$ cat src/rtl/issue_pkg.sv
// -----------------------------------------------------------------------------
// issue_pkg
//   Shared constants for the issue stage: RISC-V major opcodes, the reserved
//   "no tag" ROB index, the dispatch class encoding and the issue FSM state
//   encoding. Also holds the opcode -> class predecode helper.
// -----------------------------------------------------------------------------
package issue_pkg;

    localparam int ROB_IDX_W_DEF = 4;
    localparam int ZERO_ROB      = 0;

    localparam logic [6:0] OP_LOAD   = 7'b0000011;
    localparam logic [6:0] OP_STORE  = 7'b0100011;
    localparam logic [6:0] OP_LUI    = 7'b0110111;
    localparam logic [6:0] OP_AUIPC  = 7'b0010111;
    localparam logic [6:0] OP_JAL    = 7'b1101111;
    localparam logic [6:0] OP_JALR   = 7'b1100111;
    localparam logic [6:0] OP_BRANCH = 7'b1100011;
    localparam logic [6:0] OP_IMM    = 7'b0010011;
    localparam logic [6:0] OP_REG    = 7'b0110011;

    typedef enum logic [1:0] {
        CLS_NOP = 2'd0,
        CLS_RS  = 2'd1,
        CLS_LSB = 2'd2
    } cls_e;

    typedef enum logic [1:0] {
        S_IDLE     = 2'd0,
        S_ISSUE    = 2'd1,
        S_DISPATCH = 2'd2,
        S_FLUSH    = 2'd3
    } state_e;

    // Loads/stores go to the LSB, every other recognised opcode to the RS;
    // unrecognised opcodes are dropped as NOPs without consuming a ROB tag.
    function automatic cls_e classify(input logic [6:0] op);
        cls_e cls;
        case (op)
            OP_LOAD, OP_STORE:                   cls = CLS_LSB;
            OP_LUI, OP_AUIPC, OP_JAL, OP_JALR,
            OP_BRANCH, OP_IMM, OP_REG:           cls = CLS_RS;
            default:                             cls = CLS_NOP;
        endcase
        return cls;
    endfunction

endpackage

$ cat src/rtl/issue_iq.sv
// -----------------------------------------------------------------------------
// issue_iq
//   Instruction queue: circular buffer of {inst, pc} with read/write pointers
//   carrying one extra wrap bit so full and empty are distinguishable.
// Ports
//   clk, rst_n             clock, asynchronous active-low reset
//   clear_i                drop all entries (flush); wins over push/pop
//   push_i                 write push_inst_i/push_pc_i at the tail
//   pop_i                  retire the head entry
//   full_o, empty_o        occupancy flags
//   count_o                number of stored entries
//   head_inst_o, head_pc_o head entry contents (valid when !empty_o)
// -----------------------------------------------------------------------------
module issue_iq #(
    parameter int DEPTH = 4
) (
    input  logic                       clk,
    input  logic                       rst_n,
    input  logic                       clear_i,
    input  logic                       push_i,
    input  logic [31:0]                push_inst_i,
    input  logic [31:0]                push_pc_i,
    input  logic                       pop_i,
    output logic                       full_o,
    output logic                       empty_o,
    output logic [$clog2(DEPTH):0]     count_o,
    output logic [31:0]                head_inst_o,
    output logic [31:0]                head_pc_o
);

    localparam int AW = $clog2(DEPTH);

    logic [AW:0]  wptr_q, wptr_d;
    logic [AW:0]  rptr_q, rptr_d;
    logic [31:0]  inst_mem [DEPTH];
    logic [31:0]  pc_mem   [DEPTH];

    always_comb begin
        wptr_d = wptr_q;
        rptr_d = rptr_q;
        if (clear_i) begin
            wptr_d = '0;
            rptr_d = '0;
        end else begin
            if (push_i) wptr_d = wptr_q + (AW+1)'(1);
            if (pop_i)  rptr_d = rptr_q + (AW+1)'(1);
        end
    end

    always_ff @(posedge clk or negedge rst_n) begin
        if (!rst_n) begin
            wptr_q <= '0;
            rptr_q <= '0;
        end else begin
            wptr_q <= wptr_d;
            rptr_q <= rptr_d;
        end
    end

    // Storage needs no reset: contents are only observed through the pointers.
    always_ff @(posedge clk) begin
        if (push_i && !clear_i) begin
            inst_mem[wptr_q[AW-1:0]] <= push_inst_i;
            pc_mem[wptr_q[AW-1:0]]   <= push_pc_i;
        end
    end

    assign empty_o     = (wptr_q == rptr_q);
    assign full_o      = (wptr_q[AW] != rptr_q[AW]) &&
                         (wptr_q[AW-1:0] == rptr_q[AW-1:0]);
    assign count_o     = wptr_q - rptr_q;
    assign head_inst_o = inst_mem[rptr_q[AW-1:0]];
    assign head_pc_o   = pc_mem[rptr_q[AW-1:0]];

endmodule

$ cat src/rtl/issue_ctrl.sv
// -----------------------------------------------------------------------------
// issue_ctrl
//   Issue-stage scheduler between fetch and decode/dispatch. Buffers fetched
//   instructions in issue_iq, issues at most one instruction every two cycles
//   (ISSUE: dec_ena + ROB tag allocation, DISPATCH: to_rs/to_lsb strobe),
//   stalls while the ROB or the target station is full, and on a mispredict
//   flush drains the queue and re-bases tag allocation at flush_tag.
//
// Handshake: fetch offers with if_valid; an instruction is taken on every
//   rising edge where if_valid && if_ready. if_ready depends only on queue
//   fullness and flush, never on if_valid.
//
// Ports
//   clk, rst_n                  clock, asynchronous active-low reset
//   if_valid/if_inst/if_pc      fetch offer;   if_ready: queue can accept
//   dec_ena                     one-cycle decode enable (ISSUE cycle)
//   dec_inst/dec_pc/dec_tag     issued instruction, PC and ROB tag (0 = none)
//   rob_full/rs_full/lsb_full   back-pressure from ROB / RS / LSB
//   to_rs/to_lsb                dispatch strobes (DISPATCH cycle)
//   flush/flush_tag             mispredict flush and next tag to allocate
//   dbg_state                   current FSM state (issue_pkg::state_e)
//   perf_issued/perf_stall      saturating event counters (ISSUE_PERF_EN only)
//
// Configuration: define ISSUE_PERF_EN to add the perf_issued/perf_stall
//   counters and ports; without it the counters and ports do not exist.
// -----------------------------------------------------------------------------
module issue_ctrl
    import issue_pkg::*;
#(
    parameter int IQ_DEPTH  = 4,
    parameter int ROB_IDX_W = ROB_IDX_W_DEF
) (
    input  logic                 clk,
    input  logic                 rst_n,
    input  logic                 if_valid,
    input  logic [31:0]          if_inst,
    input  logic [31:0]          if_pc,
    output logic                 if_ready,
    output logic                 dec_ena,
    output logic [31:0]          dec_inst,
    output logic [31:0]          dec_pc,
    output logic [ROB_IDX_W-1:0] dec_tag,
    input  logic                 rob_full,
    input  logic                 rs_full,
    input  logic                 lsb_full,
    output logic                 to_rs,
    output logic                 to_lsb,
    input  logic                 flush,
    input  logic [ROB_IDX_W-1:0] flush_tag,
`ifdef ISSUE_PERF_EN
    output logic [31:0]          perf_issued,
    output logic [31:0]          perf_stall,
`endif
    output logic [1:0]           dbg_state
);

    localparam int CW = $clog2(IQ_DEPTH) + 1;

    state_e                state_q, state_d;
    logic [ROB_IDX_W-1:0]  tail_q, tail_d;
    logic [ROB_IDX_W-1:0]  dec_tag_q, dec_tag_d;
    logic [31:0]           dec_inst_q, dec_inst_d;
    logic [31:0]           dec_pc_q, dec_pc_d;
    cls_e                  cls_q, cls_d;

    logic                  iq_push, iq_pop, iq_full, iq_empty;
    logic [CW-1:0]         iq_count;
    logic [31:0]           head_inst, head_pc;
    cls_e                  head_cls;
    logic                  target_full, can_issue, stall;
    logic [ROB_IDX_W-1:0]  tail_next;

    // Push is accepted only when not full and not flushing; a push coinciding
    // with a flush is dropped together with the rest of the queue.
    assign if_ready = !iq_full && !flush && (state_q != S_FLUSH);
    assign iq_push  = if_valid && if_ready;

    issue_iq #(.DEPTH(IQ_DEPTH)) u_iq (
        .clk         (clk),
        .rst_n       (rst_n),
        .clear_i     (flush),
        .push_i      (iq_push),
        .push_inst_i (if_inst),
        .push_pc_i   (if_pc),
        .pop_i       (iq_pop),
        .full_o      (iq_full),
        .empty_o     (iq_empty),
        .count_o     (iq_count),
        .head_inst_o (head_inst),
        .head_pc_o   (head_pc)
    );

    assign head_cls    = classify(head_inst[6:0]);
    assign target_full = (head_cls == CLS_LSB) ? lsb_full : rs_full;
    assign can_issue   = !iq_empty && (head_cls != CLS_NOP) && !rob_full && !target_full;

    // Tag 0 is reserved as "no tag", so allocation wraps from all-ones to 1.
    assign tail_next = (tail_q == '1) ? ROB_IDX_W'(1) : tail_q + ROB_IDX_W'(1);

    always_comb begin
        state_d    = state_q;
        tail_d     = tail_q;
        dec_tag_d  = dec_tag_q;
        dec_inst_d = dec_inst_q;
        dec_pc_d   = dec_pc_q;
        cls_d      = cls_q;
        iq_pop     = 1'b0;
        dec_ena    = 1'b0;
        to_rs      = 1'b0;
        to_lsb     = 1'b0;
        stall      = 1'b0;

        case (state_q)
            S_IDLE: begin
                if (!iq_empty) state_d = S_ISSUE;
            end
            S_ISSUE: begin
                if (iq_empty) begin
                    state_d = S_IDLE;
                end else if (head_cls == CLS_NOP) begin
                    // Drop the NOP; stay only if something remains after the pop.
                    iq_pop  = 1'b1;
                    state_d = ((iq_count > CW'(1)) || iq_push) ? S_ISSUE : S_IDLE;
                end else if (can_issue) begin
                    dec_ena    = 1'b1;
                    iq_pop     = 1'b1;
                    dec_inst_d = head_inst;
                    dec_pc_d   = head_pc;
                    dec_tag_d  = tail_q;
                    tail_d     = tail_next;
                    cls_d      = head_cls;
                    state_d    = S_DISPATCH;
                end else begin
                    stall = 1'b1;
                end
            end
            S_DISPATCH: begin
                // Resources were reserved in ISSUE; full inputs are ignored here.
                to_rs     = (cls_q == CLS_RS);
                to_lsb    = (cls_q == CLS_LSB);
                dec_tag_d = ROB_IDX_W'(ZERO_ROB);
                state_d   = iq_empty ? S_IDLE : S_ISSUE;
            end
            S_FLUSH: begin
                state_d = S_IDLE;
            end
            default: begin
                state_d = S_IDLE;
            end
        endcase

        // Flush overrides every decision taken above.
        if (flush) begin
            state_d   = S_FLUSH;
            tail_d    = flush_tag;
            dec_tag_d = ROB_IDX_W'(ZERO_ROB);
            iq_pop    = 1'b0;
            dec_ena   = 1'b0;
            to_rs     = 1'b0;
            to_lsb    = 1'b0;
            stall     = 1'b0;
        end
    end

    always_ff @(posedge clk or negedge rst_n) begin
        if (!rst_n) begin
            state_q    <= S_IDLE;
            tail_q     <= ROB_IDX_W'(1);
            dec_tag_q  <= ROB_IDX_W'(ZERO_ROB);
            dec_inst_q <= '0;
            dec_pc_q   <= '0;
            cls_q      <= CLS_NOP;
        end else begin
            state_q    <= state_d;
            tail_q     <= tail_d;
            dec_tag_q  <= dec_tag_d;
            dec_inst_q <= dec_inst_d;
            dec_pc_q   <= dec_pc_d;
            cls_q      <= cls_d;
        end
    end

    assign dec_inst  = dec_inst_q;
    assign dec_pc    = dec_pc_q;
    assign dec_tag   = dec_tag_q;
    assign dbg_state = state_q;

`ifdef ISSUE_PERF_EN
    logic [31:0] perf_issued_q, perf_stall_q;

    always_ff @(posedge clk or negedge rst_n) begin
        if (!rst_n) begin
            perf_issued_q <= '0;
            perf_stall_q  <= '0;
        end else begin
            if ((to_rs || to_lsb) && (perf_issued_q != '1))
                perf_issued_q <= perf_issued_q + 32'd1;
            if (stall && (perf_stall_q != '1))
                perf_stall_q <= perf_stall_q + 32'd1;
        end
    end

    assign perf_issued = perf_issued_q;
    assign perf_stall  = perf_stall_q;
`else
    // Stall detection only feeds the perf counters.
    logic unused_stall;
    assign unused_stall = stall;
`endif

endmodule

$ cat config.mk
export PLATFORM = sky130hd
export DESIGN_NAME = issue_ctrl
export DESIGN_NICKNAME = d
export VERILOG_FILES = /design/src/rtl/issue_pkg.sv /design/src/rtl/issue_iq.sv /design/src/rtl/issue_ctrl.sv
export SDC_FILE = /design/constraint.sdc
export NUM_CORES = 1
export LEC_CHECK = 0
export CAP_MARGIN = 20
export CORE_MARGIN = 4
export CORE_UTILIZATION = 30
export CTS_CLUSTER_SIZE = 16
export DETAILED_ROUTE_END_ITERATION = 10
export GPL_TIMING_DRIVEN = 1
export HOLD_SLACK_MARGIN = 0.02
export PLACE_DENSITY = 0.48
export SLEW_MARGIN = 20
export SYNTH_ARGS = -nofsm -noshare
export SYNTH_HDL_FRONTEND = slang
export SYNTH_SLANG_ARGS = --single-unit
$ cat constraint.sdc
create_clock -name clk -period 5.6 [get_ports clk]
set_clock_uncertainty 0.1 [all_clocks]
set_input_delay 0.56 -clock clk [delete_from_list [all_inputs] [get_ports clk]]
set_output_delay 0.56 -clock clk [all_outputs]
set_load 0.1 [all_outputs]
# Word level (Yosys, flattened, before mapping)
# Memories as Yosys holds them, arrays and structs flattened. A register that Yosys moved wholly into a read port is not among the register bits.
# Cells that the tools add are included.
[word_totals]
in_bits = 75
mem_bits_rw = 256
reg_bits = 50
out_inout_bits = 74
n_memories = 2
wordCells = 112
[classes]
add_sub_neg = 4
n_lt_le_gt_ge = 1
n_reduce_logical = 29
n_eq_ne = 27
mux = 40
bitwise_logic = 2
[memory_table]
columns = ["memory", "words", "word_bits", "rd", "rd_ports_with_merged_regs", "write_ports", "line", "text"]
rows = [
  ["u_iq.inst_mem", 4, 32, 1, 0, 1, "issue_iq.sv:35", "logic [31:0] inst_mem [DEPTH];"],
  ["u_iq.pc_mem", 4, 32, 1, 1, 1, "issue_iq.sv:36", "logic [31:0] pc_mem [DEPTH];"],
]
[ops]
columns = ["cell", "count"]
rows = [
  ["$mux 4", 10],
  ["$eq 7x6->1 const B", 3],
  ["$eq 7x7->1 const B", 3],
  ["$mux 1", 18],
  ["$eq 7x5->1 const B", 2],
  ["$mux 3", 4],
  ["$ne 3x3->1 const B", 4],
  ["$reduce_and 4->1", 3],
  ["$mux 2", 5],
  ["$reduce_bool 2->1", 5],
  ["$eq 2x2->1 const B", 4],
  ["$logic_and 1x1->1", 8],
  ["$pmux 2 s4", 1],
  ["$pmux 4 s2", 1],
  ["$eq 7x2->1 const B", 1],
  ["$reduce_or 7->1", 1],
  ["$add 3x1->3 const B", 2],
  ["$logic_not 1->1", 6],
  ["$ne 2x2->1 const B", 3],
  ["$ne 5x5->1 const B", 1],
  ["$add 4x1->4 const B", 1],
  ["$eq 2x1->1 const B", 2],
  ["$eq 4x4->1 const B", 1],
  ["$logic_not 2->1", 2],
  ["other kinds (11)", 12],
]

# Logic depth before layout (Yosys ltp)
# An unclocked memory read counts as a cell.
[depth]
word_depth = 15
ltp_mapped = 12
mapped_depth_nobuf = 8

# Hierarchy
# Synthesis repeated with hierarchy kept, for this count alone.
[hier_totals]
cells_unflattened = 602
hier_area_um2 = 12813.5
[by_module_without_submodules]
columns = ["mod", "area_each_um2", "cells_per_inst", "seq_area_each_um2", "n_inst"]
rows = [
  ["issue_iq", 9689.3, 377, 7837.5, 1],
  ["issue_ctrl", 3124.2, 225, 1903.1, 1],
]

# Least setup slack after synthesis
# No wires, ideal clock.
[synth_timing]
path_kind = "register to output"
start = "register u_iq.rptr_q[1]"
end = "output port dec_ena"
arrival_time_ns = 5.492
path_stages_with_launch = 11
path_slack_ns = -0.552
required_time_ns = 4.940
path_buffers = 3
cell_sequence = "dfrtp_1 -> clkbuf_1 -> clkbuf_1 -> buf_1 -> inv_1 -> ha_1 -> nand2_1 -> nor2_1 -> a2111oi_2 -> nor2_1 -> nor4_1"
[synth_via]
elab_chain_cells = 13
elab_cells_between_ends = 28
classes_between = "eq/ne: 11; mux: 7; reduce/logical: 9; memory: 1"
[synth_lines]
columns = ["element", "line", "text"]
rows = [
  ["start: declaration", "issue_iq.sv:34", "logic [AW:0] rptr_q, rptr_d;"],
  ["start signal: assignment", "issue_iq.sv:56", "rptr_q <= rptr_d;"],
  ["$mem_v2 4x32", "-", ""],
  ["$eq 7x6->1, or another cell as far along", "issue_pkg.sv:39", "case (op)"],
  ["$reduce_or 7->1 or $reduce_or 2->1 (tied branches)", "issue_pkg.sv:39", ""],
  ["$pmux 2 s2", "issue_pkg.sv:39", ""],
  ["$eq 2x2->1 or $reduce_bool 2->1 (tied branches)", "issue_ctrl.sv:94, issue_ctrl.sv:95", ""],
  ["$mux 1 or $logic_and 1x1->1 (tied branches)", "issue_ctrl.sv:94, issue_ctrl.sv:95", ""],
  ["$logic_not 1->1 or $logic_and 1x1->1 (tied branches)", "issue_ctrl.sv:95", "assign can_issue = !iq_empty && (head_cls != CLS_NOP) && !rob_full && !target_full;"],
  ["$logic_and 1x1->1", "issue_ctrl.sv:95", ""],
  ["$mux 1", "issue_ctrl.sv:124", "end else if (can_issue) begin"],
  ["$mux 1", "issue_ctrl.sv:120", "end else if (head_cls == CLS_NOP) begin"],
  ["$mux 1 *", "issue_ctrl.sv:118", "if (iq_empty) begin"],
  ["$mux 1 *", "issue_ctrl.sv:113", "case (state_q)"],
  ["$mux 1 *", "issue_ctrl.sv:153", "if (flush) begin"],
  ["end: declaration", "issue_ctrl.sv:39", "output logic dec_ena,"],
]
# Every way passes the cells marked *; elsewhere a longest branch is shown, timed or not.

# Worst setup path in the final report
# Ends and elaborated chain as after synthesis.

==> results.sh <==
export IMPL_status="completed"
export IMPL_area_growth_syn_to_layout_pct=26.3
export IMPL_layout_drive_gt1_share=0.244
export IMPL_die_w_microns=215
export IMPL_slew_violations=0
export IMPL_relSlewSlack=0.241
export IMPL_drt_iter0_markers=344
export IMPL_tightest_slew_ps=1130
export IMPL_worstPathRequired_ps=4940
export IMPL_holdPathStages=1
export IMPL_grt_setup_unrepaired="no"
export IMPL_numCtsBuffers=37
export IMPL_setup_violations=0
export IMPL_timing_rr_start="u_iq.rptr_q[1]$_DFFE_PN0P_"
export IMPL_yosys_area_share_simple=0.0282
export IMPL_period_minus_slack_ps=4440
export IMPL_synthTopCellsByArea="edfxtp_1, dfrtp_1, mux4_2, mux2_2, mux2_1"
export IMPL_wl_per_cell_microns=20.5
export IMPL_clk_pin_slew_ps=60
export IMPL_p_leak_nw=5.65
export IMPL_drv_cap=0
export IMPL_start_util=0.304
export IMPL_postCtsResizedCells=0
export IMPL_antenna_found_initial=2
export IMPL_core_area_sq_um=42100
export IMPL_cts_root_buf="clkbuf_16"
export IMPL_clock_path_buffers=3
export IMPL_cts_tree="built"
export IMPL_fin_util=0.384
export IMPL_dr_pass1_iters=4
export IMPL_crit_type="reg2out"
export IMPL_cts_setup_buffers=0
export IMPL_synth_compound_area_frac=0.0156
export IMPL_hold_start="dec_inst[0]$_DFFE_PN0P_"
export IMPL_synth_area_sq_um=12800
export IMPL_numPortBuffers=148
export IMPL_place_gp_congestion=0.718
export IMPL_ys_seq_area_frac=0.760
export IMPL_antenna_left=0
export IMPL_seq_area_sq_um=9750
export IMPL_multi_input_area_sq_um=2920
export IMPL_yosysTopAreaCellShare=0.600
export IMPL_diodes=0
export IMPL_grt_usage=0.120
export IMPL_layout_commonest_cell="edfxtp_1"
export IMPL_grt_pass1_wl_microns=42600
export IMPL_viasPerCell=4.70
export IMPL_first_global_vias=7098
export IMPL_fill_cells=3751
export IMPL_dp_hpwl_microns=16600
export IMPL_htreeDepth=2
export IMPL_hp_class="reg2reg"
export IMPL_synth_cell_types=44
export IMPL_drc_errors=0
export IMPL_most_common_layout_cells="edfxtp_1, clkdlybuf4s50_1, dfrtp_1"
export IMPL_final_nets=864
export IMPL_die_area_sq_um=46100
export IMPL_pre_cts_slack_ps=1560
export IMPL_vdd_drop_max_uv=192
export IMPL_timing_hold_worst_endpoint="dec_inst[0]$_DFFE_PN0P_"
export IMPL_fmax_mhz=225
export IMPL_worstPathMaxFanout=48
export IMPL_wl_microns=27700
export IMPL_final_cells=1348
export IMPL_dpl_cell_count=1279
export IMPL_p_per_area_nw_per_um2=342
export IMPL_synth_nets=692
export IMPL_vias=6341
export IMPL_synthCells=608
export IMPL_syn_area_per_cell_sq_um=21.1
export IMPL_endpoint_kind="output port"
export IMPL_worst_slack_ps=1160
export IMPL_clock_latency_ps=530
export IMPL_fin_tns_setup_ps=0
export IMPL_cp_start_kind="flop"
export IMPL_worst_r2r_endpoint="dec_pc[24]$_DFFE_PN0P_"
export IMPL_finalCritPeriodShare=0.793
export IMPL_synth_area_leader_cell="edfxtp_1"
export IMPL_grt_max_degree=49
export IMPL_rows=75
export IMPL_grt_ovfl_total=0
export IMPL_ys_warn_count=0
export IMPL_arrival_ps=3780
export IMPL_synth_top_family_by_area="multiplexers"
export IMPL_ff2ff_setup_slack_ps=1720
export IMPL_synthMuxAreaShare=0.170
export IMPL_die_h_microns=215
export IMPL_clock_sinks=338
export IMPL_synth_seq_cells=338
export IMPL_io_pins=149
export IMPL_hold_viol_final=0
export IMPL_reg2regPathDepth=6
export IMPL_synthXorXnorAreaFrac=0.00342
export IMPL_yosys_area_share_adder=0.00937
flip-flops by register name, summed over array words and instances (netlist names):
name	cells
cls_q	2
dbg_state	2
dec_inst	32
tail_q	4
u_iq.wptr_q	3
u_iq.inst_mem	128
u_iq.pc_mem	128
dec_pc	32
dec_tag	4
u_iq.rptr_q	3
metal layers:
layer	global-route usage	wire length, microns
met1	0.152	11900
met4	0.0428	635
met2	0.200	13700
met3	0.0328	1460
met5	0	14
synth_stat cells:
master / number
buf_6: 7
mux2i_1: 2
edfxtp_1: 256
buf_2: 1
o211ai_1: 4
xor2_1: 1
a2111oi_2: 1
a2111oi_0: 1
inv_1: 6
ha_1: 8
a221o_1: 1
o211a_1: 1
fa_1: 1
and3_1: 3
mux2_1: 11
nor2_1: 13
or2_2: 5
o311a_1: 1
or3_1: 1
nand2b_1: 8
nand4b_1: 1
dfrtp_1: 81
and3b_1: 1
nor2b_1: 3
buf_1: 2
o21ai_0: 3
and2_1: 5
a211o_1: 1
nor3b_1: 1
clkbuf_1: 16
or4_1: 1
mux2_2: 55
a22oi_1: 2
a211oi_4: 1
a21oi_1: 8
xnor2_1: 4
nand2_1: 13
nor4b_1: 3
a31oi_1: 1
a2111o_1: 1
nor4_1: 3
nand3_1: 6
dfstp_2: 1
mux4_2: 63
report_power, final:
part           switching (mW)  internal (mW)
Clock                   0.945           1.42
Combinational           0.226          0.162
Sequential             0.0318           2.76
Total                    1.20           4.34
cell families after synthesis:
family          count (synthesis)
simple gates                   67
mux                           131
fa+ha+maj                       9
buf+inv                        32
xor+xnor                        5
flops                         338
compound gates                 26
timing repair:
action,4_1_cts,5_1_grt
hold buffers,1,0
setup endpoints to repair,0,0
hold endpoints to repair,34,0
through the flow:
| stage | cell area, sq um | hold WS (ps) | power (mW) |
|---|---|---|---|
| after CTS | 16200 | 371 | 5.64 |
| after global placement | 14900 | 350 | 3.22 |
| after global routing | 16200 | 384 | 5.76 |
| final | 16200 | 364 | 5.54 |
| after detailed placement | 15000 | 357 | 3.24 |
| after floorplan | 12800 | 164 | 3.07 |
critical path, cell delays in order, from the launching register on:
cell and delay (ps):
dfrtp_4 960, mux4_2 480, or3_1 410, a2111oi_2 610
nor2_1 200, nor4_2 220, buf_4 350
how the worst max path moves through the flow:
stage / to / from / cells after the start
2_1_floorplan: to_rs / dbg_state[1]$_DFFE_PN0P_ / 2
3_3_place_gp: dec_pc[1]$_DFFE_PN0P_ / u_iq.rptr_q[1]$_DFFE_PN0P_ / 6
6_report: dec_ena / u_iq.rptr_q[1]$_DFFE_PN0P_ / 6
4_1_cts: dec_ena / u_iq.rptr_q[1]$_DFFE_PN0P_ / 6
5_1_grt: dec_ena / u_iq.rptr_q[0]$_DFFE_PN0P_ / 6
3_5_place_dp: if_ready / flush / 4
cell type report:
class / count / area share
Clock buffer: 54 / 0.0662
Clock inverter: 14 / 0.00742
Inverter: 6 / 0.00139
Multi-Input combinational cell: 238 / 0.181
Sequential cell: 338 / 0.602
Tap cell: 539 / 0.0416
Timing Repair Buffer: 159 / 0.101
No activity file was read; power rests on OpenSTA's default activity.
